File: src/rtl/pong_ball_engine.sv
// Pong ball controller: moves the ball on the board grid, bounces it off the walls,
// resolves paddle hits/misses at the goal columns and raises hit/point pulses.
module pong_ball_engine #(
  parameter int c_game_width    = 40,
  parameter int c_game_height   = 30,
  parameter int c_coord_w       = 6,
  parameter int c_ball_speed    = 1250000,
  parameter int c_speed_step    = 62500,
  parameter int c_min_period    = 250000,
  parameter int c_paddle_height = 6,
  parameter int c_hold_ticks    = 20
) (
  input  logic                 i_clk,
  input  logic                 i_rst,
  input  logic                 i_game_active,
  input  logic [c_coord_w-1:0] i_paddle_y_p1,
  input  logic [c_coord_w-1:0] i_paddle_y_p2,
  input  logic [c_coord_w-1:0] i_col_count_div,
  input  logic [c_coord_w-1:0] i_row_count_div,
  output logic                 o_draw_ball,
  output logic [c_coord_w-1:0] o_ball_x,
  output logic [c_coord_w-1:0] o_ball_y,
  output logic                 o_hit,
  output logic                 o_p1_point,
  output logic                 o_p2_point,
  output logic                 o_serving
);

  localparam int c_per_w  = $clog2(c_ball_speed + 2);
  localparam int c_hold_w = $clog2(c_hold_ticks + 1);

  localparam logic [c_coord_w-1:0] c_x_mid     = c_coord_w'(c_game_width / 2);
  localparam logic [c_coord_w-1:0] c_y_mid     = c_coord_w'(c_game_height / 2);
  localparam logic [c_coord_w-1:0] c_x_last    = c_coord_w'(c_game_width - 1);
  localparam logic [c_coord_w-1:0] c_x_right   = c_coord_w'(c_game_width - 2);
  localparam logic [c_coord_w-1:0] c_x_rebound = c_coord_w'(c_game_width - 3);
  localparam logic [c_coord_w-1:0] c_y_last    = c_coord_w'(c_game_height - 1);
  localparam logic [c_coord_w-1:0] c_y_prev    = c_coord_w'(c_game_height - 2);
  localparam logic [c_coord_w-1:0] c_one       = c_coord_w'(1);
  localparam logic [c_coord_w-1:0] c_two       = c_coord_w'(2);
  localparam logic [c_per_w-1:0]   c_per_init  = c_per_w'(c_ball_speed);
  localparam logic [c_per_w-1:0]   c_per_min   = c_per_w'(c_min_period);
  localparam logic [c_per_w-1:0]   c_per_step  = c_per_w'(c_speed_step);
  localparam logic [c_hold_w-1:0]  c_hold_last = c_hold_w'(c_hold_ticks - 1);

  typedef enum logic [1:0] {IDLE, SERVE, PLAY, SCORE} state_t;

  state_t                 state_q, state_d;
  logic [c_coord_w-1:0]   x_q, x_d, y_q, y_d;
  logic                   dir_right_q, dir_right_d;
  logic                   dir_down_q, dir_down_d;
  logic [c_per_w-1:0]     period_q, period_d;
  logic [c_per_w-1:0]     cnt_q, cnt_d;
  logic [c_hold_w-1:0]    hold_q, hold_d;
  logic                   hit_q, hit_d;
  logic                   p1_point_q, p1_point_d;
  logic                   p2_point_q, p2_point_d;
  logic                   draw_q, draw_d;
  logic                   tick;

  // Paddle span compared one bit wider so top + length cannot wrap at the grid edge.
  function automatic logic paddle_hit(input logic [c_coord_w-1:0] pad,
                                      input logic [c_coord_w-1:0] y);
    logic [c_coord_w:0] top;
    logic [c_coord_w:0] bot;
    logic [c_coord_w:0] yy;
    top = {1'b0, pad};
    bot = top + (c_coord_w + 1)'(c_paddle_height - 1);
    yy  = {1'b0, y};
    return (yy >= top) && (yy <= bot);
  endfunction

  function automatic logic [c_per_w-1:0] faster(input logic [c_per_w-1:0] per);
    if (32'(per) >= 32'(c_min_period + c_speed_step)) return per - c_per_step;
    return c_per_min;
  endfunction

  assign tick = (cnt_q == period_q);

  // NOTE: every always_comb output gets a default first so no path leaves it unassigned (no latch).
  always_comb begin
    state_d     = state_q;
    x_d         = x_q;
    y_d         = y_q;
    dir_right_d = dir_right_q;
    dir_down_d  = dir_down_q;
    period_d    = period_q;
    cnt_d       = tick ? '0 : cnt_q + c_per_w'(1);
    hold_d      = hold_q;
    hit_d       = 1'b0;
    p1_point_d  = 1'b0;
    p2_point_d  = 1'b0;
    draw_d      = (i_row_count_div == y_q) && (i_col_count_div == x_q);

    unique case (state_q)
      IDLE: begin
        cnt_d = '0;
        x_d   = c_x_mid;
        y_d   = c_y_mid;
        if (i_game_active) begin
          state_d = SERVE;
          hold_d  = '0;
        end
      end
      SERVE: begin
        x_d = c_x_mid;
        y_d = c_y_mid;
        if (tick) begin
          if (hold_q == c_hold_last) begin
            state_d = PLAY;
            hold_d  = '0;
          end else begin
            hold_d = hold_q + c_hold_w'(1);
          end
        end
      end
      PLAY: begin
        if (tick) begin
          if (!dir_down_q && y_q == '0) begin
            dir_down_d = 1'b1;
            y_d        = c_one;
          end else if (dir_down_q && y_q == c_y_last) begin
            dir_down_d = 1'b0;
            y_d        = c_y_prev;
          end else begin
            y_d = dir_down_q ? y_q + c_one : y_q - c_one;
          end

          if (!dir_right_q && x_q == c_one) begin
            if (paddle_hit(i_paddle_y_p1, y_q)) begin
              dir_right_d = 1'b1;
              x_d         = c_two;
              hit_d       = 1'b1;
              period_d    = faster(period_q);
            end else begin
              x_d        = '0;
              p2_point_d = 1'b1;
              state_d    = SCORE;
              hold_d     = '0;
            end
          end else if (dir_right_q && x_q == c_x_right) begin
            if (paddle_hit(i_paddle_y_p2, y_q)) begin
              dir_right_d = 1'b0;
              x_d         = c_x_rebound;
              hit_d       = 1'b1;
              period_d    = faster(period_q);
            end else begin
              x_d        = c_x_last;
              p1_point_d = 1'b1;
              state_d    = SCORE;
              hold_d     = '0;
            end
          end else begin
            x_d = dir_right_q ? x_q + c_one : x_q - c_one;
          end
        end
      end
      SCORE: begin
        if (tick) begin
          if (hold_q == c_hold_last) begin
            // Serve toward whoever conceded: a ball parked in column 0 got past P1.
            dir_right_d = (x_q != '0);
            dir_down_d  = 1'b0;
            x_d         = c_x_mid;
            y_d         = c_y_mid;
            period_d    = c_per_init;
            state_d     = SERVE;
            hold_d      = '0;
          end else begin
            hold_d = hold_q + c_hold_w'(1);
          end
        end
      end
      default: state_d = IDLE;
    endcase

    if (!i_game_active) begin
      state_d    = IDLE;
      x_d        = c_x_mid;
      y_d        = c_y_mid;
      period_d   = c_per_init;
      cnt_d      = '0;
      hold_d     = '0;
      hit_d      = 1'b0;
      p1_point_d = 1'b0;
      p2_point_d = 1'b0;
    end
  end

  // NOTE: sequential state uses non-blocking assignments so all flops update together.
  always_ff @(posedge i_clk) begin
    if (i_rst) begin
      state_q     <= IDLE;
      x_q         <= c_x_mid;
      y_q         <= c_y_mid;
      dir_right_q <= 1'b1;
      dir_down_q  <= 1'b0;
      period_q    <= c_per_init;
      cnt_q       <= '0;
      hold_q      <= '0;
      hit_q       <= 1'b0;
      p1_point_q  <= 1'b0;
      p2_point_q  <= 1'b0;
      draw_q      <= 1'b0;
    end else begin
      state_q     <= state_d;
      x_q         <= x_d;
      y_q         <= y_d;
      dir_right_q <= dir_right_d;
      dir_down_q  <= dir_down_d;
      period_q    <= period_d;
      cnt_q       <= cnt_d;
      hold_q      <= hold_d;
      hit_q       <= hit_d;
      p1_point_q  <= p1_point_d;
      p2_point_q  <= p2_point_d;
      draw_q      <= draw_d;
    end
  end

  assign o_draw_ball = draw_q;
  assign o_ball_x    = x_q;
  assign o_ball_y    = y_q;
  assign o_hit       = hit_q;
  assign o_p1_point  = p1_point_q;
  assign o_p2_point  = p2_point_q;
  assign o_serving   = (state_q == SERVE) || (state_q == SCORE);

endmodule

File: config.mk
export PLATFORM = sky130hd
export DESIGN_NAME = pong_ball_engine
export DESIGN_NICKNAME = d
export VERILOG_FILES = /design/src/rtl/pong_ball_engine.sv
export SDC_FILE = /design/constraint.sdc
export NUM_CORES = 1
export LEC_CHECK = 0
export BUFFER_PORTS_ARGS = -buffer_cell sky130_fd_sc_hd__clkbuf_2
export CAP_MARGIN = 10
export CORE_ASPECT_RATIO = 2
export CORE_MARGIN = 2
export CORE_UTILIZATION = 25
export CTS_BUF_LIST = sky130_fd_sc_hd__clkbuf_4
export DETAILED_ROUTE_END_ITERATION = 10
export SYNTH_ARGS = -nofsm -noshare
export SYNTH_HDL_FRONTEND = slang
export SYNTH_SLANG_ARGS = --single-unit
File: constraint.sdc
create_clock -name i_clk -period 4.2 [get_ports i_clk]
set_input_delay 0.42 -clock i_clk [delete_from_list [all_inputs] [get_ports i_clk]]
set_output_delay 0.42 -clock i_clk [all_outputs]
set_load 0.005 [all_outputs]
==> impl_metrics.ini, run 1 <==
[synthesis]
synthArstFlopShare_pct = 0
synth_area_leaders = dfxtp_1 (27%), ha_1 (12%), xor2_1 (7.0%), xnor2_1 (4.8%), nor2_1 (4.6%)
syn_inst = 591
syn_nets = 664
synth_common_cells = dfxtp_1 (65), nor2_1 (58), ha_1 (45), nand2_1 (42), xor2_1 (38)
synth-main-ff-cell = dfxtp_1
synth_top_area_share_pct = 27.46
yosys_register_bits = 65
yosysMostFrequentCell = dfxtp_1
ys_types = 66
ys_seq_area_share_pct = 27.46
syn_avg_cell_area_sq_um = 8.020
syn-cell-area_sq_um = 4740
synth_top_area_cell = dfxtp_1
synth_warnings = 0
synth_edf_count = 0

[timing]
max_slew.worst_pin.slew_ns = 0.8733
finalCritPeriodShare_pct = 78.73
report.final.slew_viol_count = 0
rsz0062_at_grt = no
worst_slack_ns = 0.8932
skew_ns = 0.02116
min_period_ns = 3.307
setup_viol = 0
finalSetupTns_ns = 0
hold_viol_final = 0
slew_headroom_pct = 41.78
fmax_mhz = 302.4

[drt]
avgViaCountPerCell = 4.910
vias = 4326
drc = 0
avgRoutedWirePerCell_um = 15.05
drt-initial-drc-count = 193
antenna_left = 0
drtPass1Iterations = 5
wl_um = 13260

[global_route]
grt_pass1_wl_um = 21270
grt_max_degree = 30
grt_pass1_vias = 4399
busiest_layer = met2
met1_usage_pct = 11.96
grt_usage_pct = 13.50
grtUsageMet2_pct = 27.27
use_met3_pct = 2.249
grt_overflow = 0
antenna_found_initial = 1

[outcome]
status = finished clean

[clocking]
cts_buffer_depth = 2
ctsHoldBuffers = 0
h-tree-depth = 3
cts_tree = built
cts_root_buf = clkbuf_4
cts_buffers = 9
post-cts-setup-buffers = 0
cts_resized = 0
clk_latency_ns = 0.43
cts_sinks = 65
clk_pin_slew_ns = 0.13

[setup_path]
endpoint_kind = register
r2r-start = o_ball_y[0]$_SDFFE_PP1P_
cp_data_arrival_time_ns = 3.61
worst_setup_path_start_kind = register
worstSetupPathType = register to register
timing.rr.end = period_q[20]$_SDFFE_PP1P_
worstPathRequired_ns = 4.50
worst_r2r_path_depth = 9
r2r_slack_ns = 0.89
critPathMaxFanout = 24

[floorplanning]
coreArea_sq_um = 18740
pin_count = 44
dieArea_sq_um = 20140
num_rows = 71
fp.dieW_um = 101.4
initial_core_util_pct = 25.29
die_h_um = 198.7

[flow_run]
drv_cap = 0

[cells_and_area]
drive_above_1_share_pct = 12.16
nFillCells = 2046
register_area_sq_um = 1301
area_growth_pct = 11.43
nNetsFinal = 693
multi_input_area_sq_um = 3189

[worst_hold_path]
hold_class = primary input to register
hp-start = i_row_count_div[1]
holdPathStages = 4
hold_end = o_draw_ball$_SDFF_PP0_

[power]
power_leakage_nw = 2.106
cellPowerDensity_nw_per_um2 = 217.5
irDropWorstVdd_mv = 0.08575
finalPower_mw = 1.149

[placement]
gp_congestion = 0.8572
post-dp-hpwl_um = 10400
numPortBuffers = 43
pre_cts_ws_ns = 0.5807
==> sequential cells by signal (all words and copies together) (netlist names) <==
signal       cells
o_ball_x         6
o_hit            1
dir_right_q      1
o_draw_ball      1
state_q          2
dir_down_q       1
period_q        19
o_p1_point       1
hold_q           5
o_p2_point       1
cnt_q           21
o_ball_y         6
==> layer usage <==
layer  wire (um)  share of wire, %  vias up
li1            -                 -     2173
met1        4621                35     2012
met2        7661                58      106
met3         397               3.0       35
met4         578               4.4        0
met5           0                 0        -
==> how the worst max path moves through the flow <==
stage,start,endpoint,cells past startpoint,slack (ns)
after global routing,o_ball_y[0]$_SDFFE_PP1P_,period_q[20]$_SDFFE_PP1P_,9,0.63
after floorplan,i_paddle_y_p1[0],period_q[20]$_SDFFE_PP1P_,12,1.06
after global placement,i_paddle_y_p1[0],period_q[20]$_SDFFE_PP1P_,12,0.60
after CTS,o_ball_y[0]$_SDFFE_PP1P_,period_q[20]$_SDFFE_PP1P_,9,0.88
final,o_ball_y[0]$_SDFFE_PP1P_,period_q[20]$_SDFFE_PP1P_,9,0.89
after detailed placement,i_paddle_y_p1[0],period_q[20]$_SDFFE_PP1P_,12,0.58
==> per-stage QoR <==
step,std cells,hold slack [ns],instance area (sq um),util [%]
5_1_grt,881,0.2464,5281,28.18
3_3_place_gp,864,0.4718,5164,27.55
3_5_place_dp,864,0.4773,5164,27.55
6_report,881,0.2597,5281,28.18
2_1_floorplan,591,0.4492,4740,-
4_1_cts,880,0.2379,5279,28.16
==> logic make-up (layout without fill, tap and decap cells) <==
| logic type | count (synthesis) | in the layout | synth area share (%) |
|---|---|---|---|
| other | 0 | 1 | 0 |
| XOR/XNOR | 64 | 64 | 11.83 |
| adder cells (fa/ha/maj) | 46 | 46 | 12.30 |
| AO/OA/AOI/OAI | 137 | 137 | 19.17 |
| AND/OR/NAND/NOR | 214 | 214 | 23.10 |
| buffers and inverters | 61 | 95 | 5.306 |
| multiplexers | 4 | 4 | 0.8448 |
| flip-flops | 65 | 65 | 27.46 |
==> report_power, final <==
| group | switching (mW) | internal, mW | total, mW |
|---|---|---|---|
| registers | 0.00399 | 0.619 | 0.623 |
| clock network | 0.258 | 0.119 | 0.376 |
| logic | 0.0882 | 0.0609 | 0.149 |
==> layout by cell type (no fill, tap or decap), types with 3 or more instances in the layout <==
| master | instances |
|---|---|
| dfxtp_1 | 65 |
| nor2_1 | 58 |
| ha_1 | 45 |
| clkbuf_2 | 43 |
| nand2_1 | 42 |
| xor2_1 | 38 |
| a21oi_1 | 37 |
| inv_1 | 35 |
| nand3_1 | 29 |
| xnor2_1 | 26 |
| o21ai_0 | 26 |
| o211ai_1 | 14 |
| and3_1 | 14 |
| a21o_1 | 13 |
| nand4_1 | 12 |
| nor4_1 | 10 |
| nor3_1 | 9 |
| clkbuf_4 | 9 |
| or3_1 | 6 |
| o31ai_1 | 6 |
| a211oi_1 | 5 |
| and2_1 | 5 |
| nand2b_1 | 4 |
| a31oi_1 | 4 |
| o22a_1 | 4 |
| mux2i_1 | 4 |
| clkinvlp_4 | 4 |
| o21a_1 | 3 |
| or2_2 | 3 |
| o22ai_1 | 3 |
==> final cells by class <==
cell class / instances / area share, %
Sequential cell: 65 / 24.64
Tap cell: 255 / 6.041
Multi-Input combinational cell: 465 / 60.39
Antenna cell: 1 / 0.04738
Clock buffer: 9 / 1.279
Timing Repair Buffer: 44 / 4.217
Clock inverter: 7 / 0.9003
Inverter: 35 / 2.488
==> critical path: stages, from the launching register on <==
cell and delay, ns:
dfxtp_1 0.55, inv_1 0.20, ha_1 0.33, nand2_1 0.09, a31oi_1 0.09, o21a_1 0.21, or3_1 0.46, a311o_1 0.67
o41ai_1 0.43, o211ai_1 0.14
Power figures use the tool's default switching activity.
==> inputs of run 2 (changes only) <==
==> constraint.sdc (replaced) <==
create_clock -name i_clk -period 3.3 [get_ports i_clk]
set_input_delay 0.33 -clock i_clk [delete_from_list [all_inputs] [get_ports i_clk]]
set_output_delay 0.33 -clock i_clk [all_outputs]
set_load 0.005 [all_outputs]
==> run 2 against run 1 <==
Non-clock buffer count up 10. Clock skew grew 0.00053 ns. Register-to-register slack worse by 0.46 ns. Highest routed layer unchanged. Flip-flop and latch count is the same. Critical path depth decreased by 1. Clock power is 47% higher.
==> impl_metrics.ini, run 2 (synthesis results as in run 1) <==
[cells_and_area]
reg_top3 = cnt_q x21, period_q x19
regMostFlops = cnt_q
largest_reg_flops = 21
area_growth_pct = 13.52
postLayoutCoreUtil_pct = 28.70
final_cell_mix = dfxtp_1 (65), nor2_1 (58), ha_1 (45), clkbuf_2 (43), nand2_1 (42)
drive_above_1_share_pct = 13.54
nNetsFinal = 703
nFillCells = 2014
layout_commonest_cell = dfxtp_1

[drt]
avgRoutedWirePerCell_um = 14.94
wl_um = 13320
vias = 4332
antenna_left = 0
drt-initial-drc-count = 206
drtPass1Iterations = 6
avgViaCountPerCell = 4.862
drc = 0

[global_route]
antenna_found_initial = 1
grt_overflow = 0
grt_pass1_wl_um = 21210
grt_usage_pct = 13.55
grt_pass1_vias = 4257
grt_max_degree = 30

[floorplanning]
num_rows = 71
fp.dieW_um = 101.4
coreArea_sq_um = 18740
pin_count = 44
initial_core_util_pct = 25.29
dieArea_sq_um = 20140
die_h_um = 198.7

[setup_path]
endpoint_kind = register
critPathMaxFanout = 10
cp_data_arrival_time_ns = 3.15
worstPathRequired_ns = 3.59
worst_setup_path_start_kind = register
worstSetupPathType = register to register

[power]
power_leakage_nw = 2.168
irDropWorstVdd_mv = 0.1587
p_int_mw = 1.097
cellPowerDensity_nw_per_um2 = 286.2
p_sw_share_pct = 28.76
seqPwrFrac_pct = 51.5
p_switching_mw = 0.4429
finalPower_mw = 1.540
clock_power_share_pct = 35.9
power_frac_comb_pct = 12.5

[timing]
fmax_mhz = 349.0
rsz0062_at_grt = no
finalSetupTns_ns = 0
hold_viol_final = 0
finalCritPeriodShare_pct = 86.84
slew_headroom_pct = 61.64
worst_slack_ns = 0.4344
setup_viol = 0
min_period_ns = 2.866
report.final.slew_viol_count = 0
skew_ns = 0.02169
max_slew.worst_pin.slew_ns = 0.5732

[clocking]
cts_tree = built
post-cts-setup-buffers = 0
clk_pin_slew_ns = 0.12
cts_resized = 0
cts_buffer_depth = 2
h-tree-depth = 3
clk_latency_ns = 0.43
cts_sinks = 65
cts_buffers = 9
cts_root_buf = clkbuf_4
ctsHoldBuffers = 0

[flow_run]
drv_cap = 0

[placement]
numPortBuffers = 43
pre_cts_ws_ns = 0.06840
post-dp-hpwl_um = 10650
gp_congestion = 0.9232

[worst_hold_path]
hold_class = primary input to register

[outcome]
status = finished clean
==> run 2: path summary, 6_finish.rpt <==
kind                          endpoint                     start  depth (start not counted)  slack, ns
max reg2reg  period_q[20]$_SDFFE_PP1P_  o_ball_y[2]$_SDFFE_PP1P_                          8       0.43
min             o_draw_ball$_SDFF_PP0_        i_row_count_div[1]                          4       0.19
min reg2reg     hold_q[0]$_SDFFE_PP0P_    hold_q[0]$_SDFFE_PP0P_                          2       0.50
max          period_q[20]$_SDFFE_PP1P_  o_ball_y[2]$_SDFFE_PP1P_                          8       0.43
==> run 2: area by class of cell <==
class                           count  area (sq um)  area share [%]
Clock buffer                        9         67.56           1.256
Tap cell                          255         319.1           5.930
Antenna cell                        1         2.502         0.04651
Timing Repair Buffer               54         297.8           5.535
Inverter                           35         131.4           2.442
Clock inverter                      7         71.32           1.326
Multi-Input combinational cell    465          3189           59.28
Sequential cell                    65          1301           24.19
==> run 2: routing by layer <==
layer / GRT usage, % / routed length (um) / vias to the layer above
li1: - / - / 2191
met1: 12.02 / 4647 / 2016
met2: 27.15 / 7633 / 90
met3: 2.670 / 423 / 35
met4: 7.407 / 611 / 0
met5: 0 / 0 / -
==> run 2: stage by stage <==
stage	hold WS, ns	cells	area [sq um]
2_1_floorplan	0.4022	591	4740
3_3_place_gp	0.4737	874	5239
3_5_place_dp	0.4807	874	5239
4_1_cts	0.1520	890	5378
5_1_grt	0.1710	891	5380
6_report	0.1857	891	5380
==> run 2: power by group through the flow <==
stage | clock (mW) | sequential, mW | combinational [mW]
finish | 0.553 | 0.794 | 0.193
global route | 0.612 | 0.795 | 0.217
CTS | 0.577 | 0.794 | 0.195
detailed placement | 0 | 0.811 | 0.194
global placement | 0 | 0.811 | 0.194
floorplan | 0 | 0.810 | 0.132
==> run 2: critical path, stage by stage (launching register included) <==
cell	delay, ns
dfxtp_1	0.64
ha_1	0.34
a21oi_1	0.15
a21o_1	0.13
a21oi_1	0.06
or3_1	0.43
a311o_1	0.49
o41ai_1	0.33
o211ai_1	0.14
